$ cat config.mk
export PLATFORM = sky130hd
export DESIGN_NAME = code_sequencer
export DESIGN_NICKNAME = d
export VERILOG_FILES = /design/src/rtl/code_sequencer.sv
export SDC_FILE = /design/constraint.sdc
export NUM_CORES = 1
export LEC_CHECK = 0
export BUFFER_PORTS_ARGS = -buffer_cell sky130_fd_sc_hd__buf_2
export CORE_MARGIN = 1.5
export CORE_UTILIZATION = 45
export DETAILED_ROUTE_END_ITERATION = 6
export SYNTH_ARGS = -nofsm -noshare
export SYNTH_HDL_FRONTEND = slang
export SYNTH_SLANG_ARGS = --single-unit
$ cat constraint.sdc
create_clock -name clk -period 2.51 [get_ports clk]
set_input_delay 0.3765 -clock clk [delete_from_list [all_inputs] [get_ports clk]]
set_output_delay 0.3765 -clock clk [all_outputs]
set_load 0.1 [all_outputs]
$ cat src/rtl/code_sequencer.sv
// Code sequencer: steps a 4-bit indicator code through 0..MAX_CODE at a programmable
// dwell rate, with direction select, synchronous load and a debounced run/pause button.
module code_sequencer #(
  parameter int unsigned MAX_CODE        = 7,
  parameter int unsigned DIV_W           = 24,
  parameter int unsigned DEBOUNCE_CYCLES = 16
) (
  input  logic             clk,
  input  logic             rst,
  input  logic             btn_raw,
  input  logic             dir,
  input  logic             load,
  input  logic [3:0]       load_code,
  input  logic [DIV_W-1:0] div,
  output logic [3:0]       code,
  output logic             step,
  output logic             running
);

  localparam int unsigned DB_W    = $clog2(DEBOUNCE_CYCLES) + 1;
  localparam logic [3:0]  MAX_C   = 4'(MAX_CODE);
  localparam logic [DB_W-1:0] DB_LAST = DB_W'(DEBOUNCE_CYCLES - 1);

  typedef enum logic {PAUSE = 1'b0, RUN = 1'b1} state_e;

  state_e             state_q, state_d;
  logic               sync1_q, sync2_q;
  logic               db_level_q, db_level_d;
  logic [DB_W-1:0]    db_cnt_q, db_cnt_d;
  logic [DIV_W-1:0]   cnt_q, cnt_d;
  logic [3:0]         code_q, code_d;
  logic               step_q, step_d;

  logic               press;
  logic               tick;
  logic [DIV_W-1:0]   div_m1;
  logic [3:0]         code_next;
  logic [3:0]         load_clamped;

  // div of 0 behaves as 1, so the tick threshold never underflows
  assign div_m1       = (div == '0) ? '0 : div - DIV_W'(1);
  assign tick         = (state_q == RUN) && (cnt_q >= div_m1);
  assign load_clamped = (load_code > MAX_C) ? MAX_C : load_code;
  assign code_next    = dir ? ((code_q == 4'd0) ? MAX_C : code_q - 4'd1)
                            : ((code_q == MAX_C) ? 4'd0 : code_q + 4'd1);

  // Debounce, run/pause toggle, dwell counter and code stepping
  always_comb begin
    db_level_d = db_level_q;
    db_cnt_d   = '0;
    press      = 1'b0;
    state_d    = state_q;
    cnt_d      = cnt_q;
    code_d     = code_q;
    step_d     = 1'b0;

    if (sync2_q != db_level_q) begin
      if (db_cnt_q == DB_LAST) begin
        db_level_d = sync2_q;
        press      = sync2_q;
      end else begin
        db_cnt_d = db_cnt_q + DB_W'(1);
      end
    end

    if (press) begin
      state_d = (state_q == RUN) ? PAUSE : RUN;
    end

    if (load) begin
      code_d = load_clamped;
      cnt_d  = '0;
    end else if (tick) begin
      code_d = code_next;
      cnt_d  = '0;
      step_d = 1'b1;
    end else if (state_q == RUN) begin
      cnt_d = cnt_q + DIV_W'(1);
    end
  end

  always_ff @(posedge clk or posedge rst) begin
    if (rst) begin
      sync1_q    <= 1'b0;
      sync2_q    <= 1'b0;
      db_level_q <= 1'b0;
      db_cnt_q   <= '0;
      state_q    <= PAUSE;
      cnt_q      <= '0;
      code_q     <= 4'd0;
      step_q     <= 1'b0;
    end else begin
      sync1_q    <= btn_raw;
      sync2_q    <= sync1_q;
      db_level_q <= db_level_d;
      db_cnt_q   <= db_cnt_d;
      state_q    <= state_d;
      cnt_q      <= cnt_d;
      code_q     <= code_d;
      step_q     <= step_d;
    end
  end

  assign code    = code_q;
  assign step    = step_q;
  assign running = (state_q == RUN);

endmodule

==> qor.csv, run 1 <==
metric;value;unit
status;finished with violations;
failing checks;setup timing;
Clk Latency, worst-skew pair;290;ps
syn nets;404;
Startpoint Class;input port;
chip width;83.6;um
global-route wire length before repair;11700;um
Antenna Nets Post-Route;0;
total wire length after detailed routing;7000;um
post-layout min period;3540;ps
most frequent cells after synthesis;nand2_1, nor2_1, dfrtp_1;
initial DRC count;100;
post-route cell area;3900;sq um
critical path required time;2710;ps
Die Area;7000;sq um
post-synthesis async set-or-reset flop share;1.00;
H-tree depth;2;
largest net degree at the start of global routing;39;
setup TNS;-27810;ps
FMAX;283;MHz
CP Class;input port to flip-flop;
Max VDD drop;395;uV
GPL Wtd Cong;0.789;
final worst-path cycle share;1.41;
vias in the first global route;2574;
most frequent cell after synthesis;nand2_1;
Final Power;0.00137;W
TritonCTS Sinks;38;
critical path launch point;div[8];
CTS Buf Count;5;
# port buffers;38;
cell chain of the critical path;buf_6, or4_4, nor4_4, buf_4, nand4b_1, nor3_2, buf_4, nor2_2, ha_1, nand2b_1, a211o_1, a211oi_2, buf_4, o211a_1, buf_6, nor3_1, o31ai_1;
cts hold-fix bufs;0;
Starting Density;0.464;
io pins;39;
remaining global-route overflow;0;
fraction of layout cells with a size suffix above 1;0.320;
filler cell count;579;
Clock transition at path regs;80;ps
arrival time worst endpoint;3740;ps
CP max FO;8;
CTS Buffer Depth;2;
Synth Register Bits;38;
nets;493;
pre-CTS WS;-1330;ps
Detailed Place HPWL;5230;um
synth unique cells;49;
mean routed wirelength per cell;13.8;um
CTS root buf;clkbuf_8;
Row Count;29;
most used cell, CP;buf_4;
antenna violations before repair;0;
Slew headroom;0.667;
final hold violations;0;
P per Cell Area;350;nW/um^2
Worst Setup End Kind;flip-flop;
syn avg cell area;8.58;sq um
CTS tree;done;
Placement Cell Area;3610;sq um
Least-Margin Pin Slew;498;ps
All-Layer GR Usage;0.203;
vias per inst;5.33;
Worst R2R Start;cnt_q[0];
RSZ-0062 raised after global routing;true;
hold crit path type;input port to async pin;
die height;83.6;um
skew final;5.24;ps
Max Cap Violations;0;
slowest cell delay on critical path;550;ps
Main synth FF type;dfrtp_1;
Final setup viols;29;
slowest library cell on the worst path;or4_4;
area of the core;6310;sq um
synth warn;0;
Synth Instances;341;
# diodes;0;
share of the synthesized area in the top cell type;0.325;
Pleak;1.84;nW
drc violations;0;
final worst setup slack;-1030;ps
Seq/Total Area, Yosys;0.325;
Final Max Slew Viols;0;
Area growth, synth to finish;33.3;%
EDFF count, synth;0;
cell area after synthesis;2930;sq um
Pre-Repair DR Iteration Count;6;
area leader, netlist;dfrtp_1;
routed via count;2707;
Post-Route Utilization;0.618;
Synth area leaders;dfrtp_1, ha_1, xor2_1;
[cells in the final DEF (no fill, tap or decap), drive strengths merged, types with 3 or more instances in the layout]
cell type and instances:
nor3 13, xor2 33, o21ai 12, xnor2 10, inv 9, nor4 7
a211oi 3, and2 3, nand2 51, buf 88, a31oi 4, nand3 17
nand2b 4, and3 5, ha 30, or3 4, or4 6, nand4b 3
nand4 5, a21oi 13, dfrtp 38, clkbuf 6, nor2 39, a21o 4
[per-stage QoR]
step | hold WS, ps | cells
after global placement | 337 | 494
final | 183 | 508
after CTS | 189 | 505
after detailed placement | 337 | 494
after global routing | 179 | 508
after floorplan | 331 | 341
[sequential cells by signal (all words and copies together), names as in the netlist]
name,count
step,1
cnt_q,24
db_cnt_q,5
running,1
sync2_q,1
sync1_q,1
code,4
db_level_q,1
[path summary, 6_finish.rpt]
kind / endpoint / slack (ps) / depth (start not counted)
setup / recovery: code[1] / -1030 / 17
hold / removal: sync2_q / 180 / 3
setup reg to reg: code[1] / 250 / 10
hold reg to reg: sync2_q / 350 / 0
max in group asynchronous: cnt_q[3] / 2010 / 3
min in group clk: sync1_q / 200 / 1
[critical path: cells and delay by family]
kind,cells,cell delay (ps)
compound gates,4,930
buf+inv,5,710
simple gates,7,1460
fa+ha+maj,1,250
[where the power goes]
part	switching [W]	leakage [nW]	internal, W
clock	0.000211	0.0472	0.000221
sequential	0.0000170	0.513	0.000626
combinational	0.000163	1.28	0.000128
[routing by layer]
| layer | part of all wire | wire [um] | vias up | global-route usage |
|---|---|---|---|---|
| met5 | 0 | 0 | - | 0 |
| met2 | 0.48 | 3390 | 52 | 0.345 |
| met4 | 0.0084 | 59 | 0 | 0.0447 |
| li1 | - | - | 1385 | - |
| met1 | 0.47 | 3310 | 1264 | 0.276 |
| met3 | 0.035 | 247 | 6 | 0.0287 |
[what timing repair did]
| action | CTS | global route |
|---|---|---|
| pin swaps | 4 | 3 |
| cloned | 1 | 2 |
| setup endpoints to repair | 29 | 29 |
| resized for setup | 7 | 21 |
| setup buffers | 2 | 1 |
[kinds of logic after synthesis]
family,after synthesis,share of synthesized area
buffers and inverters,19,0.0299
multiplexers,2,0.00727
XOR/XNOR,43,0.129
AO/OA/AOI/OAI,49,0.107
AND/OR/NAND/NOR,160,0.274
flip-flops,38,0.325
adder cells (fa/ha/maj),30,0.128
[area by class of cell]
cell class / count / area, sq um / share of cell area
multi-input cells: 287 / 2140 / 0.548
inverters: 10 / 37.5 / 0.00962
clock buffers: 6 / 82.6 / 0.0212
well taps: 77 / 96.3 / 0.0247
flip-flops and latches: 38 / 951 / 0.244
clock inverters: 2 / 12.5 / 0.00321
repair buffers: 88 / 586 / 0.150
Power figures use the tool's default switching activity.
==> inputs of run 2 (changes only) <==
--- a/config.mk
+++ b/config.mk
@@ -14 +14,2 @@
 export SYNTH_SLANG_ARGS = --single-unit
+export TNS_END_PERCENT = 20
==> constraint.sdc (replaced) <==
create_clock -name clk -period 3.6 [get_ports clk]
set_input_delay 0.18 -clock clk [delete_from_list [all_inputs] [get_ports clk]]
set_output_delay 0.18 -clock clk [all_outputs]
set_load 0.1 [all_outputs]
==> qor.csv, run 2 (synthesis results as in run 1) <==
metric;value;unit
chip width;83.6;um
total wire length after detailed routing;6870;um
vias in the first global route;2569;
Row Count;29;
Worst Setup End Kind;flip-flop;
routed via count;2624;
largest reg by FF count;cnt_q;
fraction of layout cells with a size suffix above 1;0.254;
Max VDD drop;181;uV
CTS tree;done;
Worst Hold Slack;-0.161;ps
Starting Density;0.464;
largest net degree at the start of global routing;39;
area of the core;6310;sq um
antenna violations before repair;0;
part of the power in registers;0.447;
mean routed wirelength per cell;14.1;um
final worst setup slack;22.5;ps
io pins;39;
post-layout min period;3580;ps
cell chain of the critical path;buf_6, or4_4, nor4_4, buf_4, nand4b_1, or3_4, o21ai_2, ha_1, a21oi_2, o21ai_2, a211oi_2, o211ai_1, buf_4, or4_1, a31oi_1;
CTS Buffer Depth;2;
slowest library cell on the worst path;or4_4;
combinational share of power;0.182;
vias per inst;5.40;
final hold violations;2;
most common cell after layout, fill and taps aside;nand2_1;
nets;472;
Final Max Slew Viols;0;
Final Power;0.00100;W
status;finished with violations;
arrival time worst endpoint;3780;ps
hold crit path type;input port to async pin;
setup slack, reg-to-reg;1180;ps
total area of multi-input combinational cells;2010;sq um
initial DRC count;105;
P per Cell Area;275;nW/um^2
CTS Buf Count;5;
most frequent cells in the layout;nand2_1, nor2_1, dfrtp_1;
critical path required time;3810;ps
switching share of power;0.269;
CP max FO;6;
TritonCTS Sinks;38;
All-Layer GR Usage;0.198;
Pleak;1.76;nW
Post-Route Utilization;0.578;
Sw Pwr;0.000270;W
Slew headroom;0.669;
GPL Wtd Cong;0.814;
H-tree depth;2;
reg2reg path depth;9;
sequential cell area;951;sq um
Clk Latency, worst-skew pair;290;ps
Pre-Repair DR Iteration Count;4;
slowest cell delay on critical path;550;ps
Detailed Place HPWL;5010;um
Least-Margin Pin Slew;497;ps
Area growth, synth to finish;24.8;%
FMAX;280;MHz
final worst-path cycle share;0.994;
# diodes;0;
die height;83.6;um
worst r2r dst;cnt_q[4];
filler cell count;603;
skew final;7.33;ps
CTS root buf;clkbuf_8;
Die Area;7000;sq um
Clock transition at path regs;80;ps
max FFs per register;24;
RSZ-0062 raised after global routing;true;
drc violations;0;
Worst R2R Start;cnt_q[0];
pre-CTS WS;-256;ps
Final setup viols;0;
Buffers & Inverters on Critical Path;3;
Max Cap Violations;0;
CP Class;input port to flip-flop;
failing checks;hold timing;
global-route wire length before repair;11500;um
P_int;0.000733;W
Clk network pwr share;0.371;
remaining global-route overflow;0;
# port buffers;38;
Startpoint Class;input port;
Crit path max-delay family;simple AND/OR/NAND/NOR gates;
Antenna Nets Post-Route;0;
## run 2: power groups by stage
stage	combinational (W)	sequential, W	clock (W)
2_1_floorplan	0.0000820	0.000475	0
3_3_place_gp	0.000163	0.000456	0
3_5_place_dp	0.000165	0.000456	0
4_1_cts	0.000167	0.000447	0.000380
5_1_grt	0.000204	0.000450	0.000399
6_report	0.000183	0.000449	0.000372
## run 2: how the worst max path moves through the flow
stage | startpoint | to | cells past startpoint
6_report | div[6] | cnt_q[4] | 15
5_1_grt | div[6] | cnt_q[6] | 15
4_1_cts | div[8] | code[0] | 15
3_5_place_dp | div[8] | code[0] | 15
3_3_place_gp | div[8] | cnt_q[6] | 15
2_1_floorplan | div[15] | cnt_q[6] | 13
## run 2: what timing repair did
item                                    CTS  global route
resized for setup                         0            30
endpoints found under the hold margin     1             0
endpoints found under the setup margin    0            28
buffers inserted                          0             5
hold buffers                              1             0
## run 2: area by class of cell
class | instances | share of cell area
clock buffer | 6 | 0.0226
clock inverter | 1 | 0.00822
inverter | 10 | 0.0103
multi-input combinational | 286 | 0.550
sequential | 38 | 0.260
tap | 77 | 0.0264
timing repair buffer | 68 | 0.122
## run 2: per-stage QoR
stage	instances	instance area (sq um)	TNS [ps]
3_5_place_dp	471	3340	-3200
6_report	486	3650	0
3_3_place_gp	471	3340	-1610
5_1_grt	486	3650	-3030
4_1_cts	479	3470	0
2_1_floorplan	341	2930	0
## run 2: per-layer routing
| layer | vias up | global-route usage | wire length, um |
|---|---|---|---|
| met5 | - | 0 | 0 |
| met4 | 0 | 0.0373 | 61 |
| met3 | 10 | 0.0326 | 155 |
| met2 | 33 | 0.334 | 3350 |
| li1 | 1337 | - | - |
| met1 | 1244 | 0.271 | 3300 |
## run 2: worst min-delay path, delay by kind of cell
kind,cells,cell delay (ps)
buf+inv,3,550
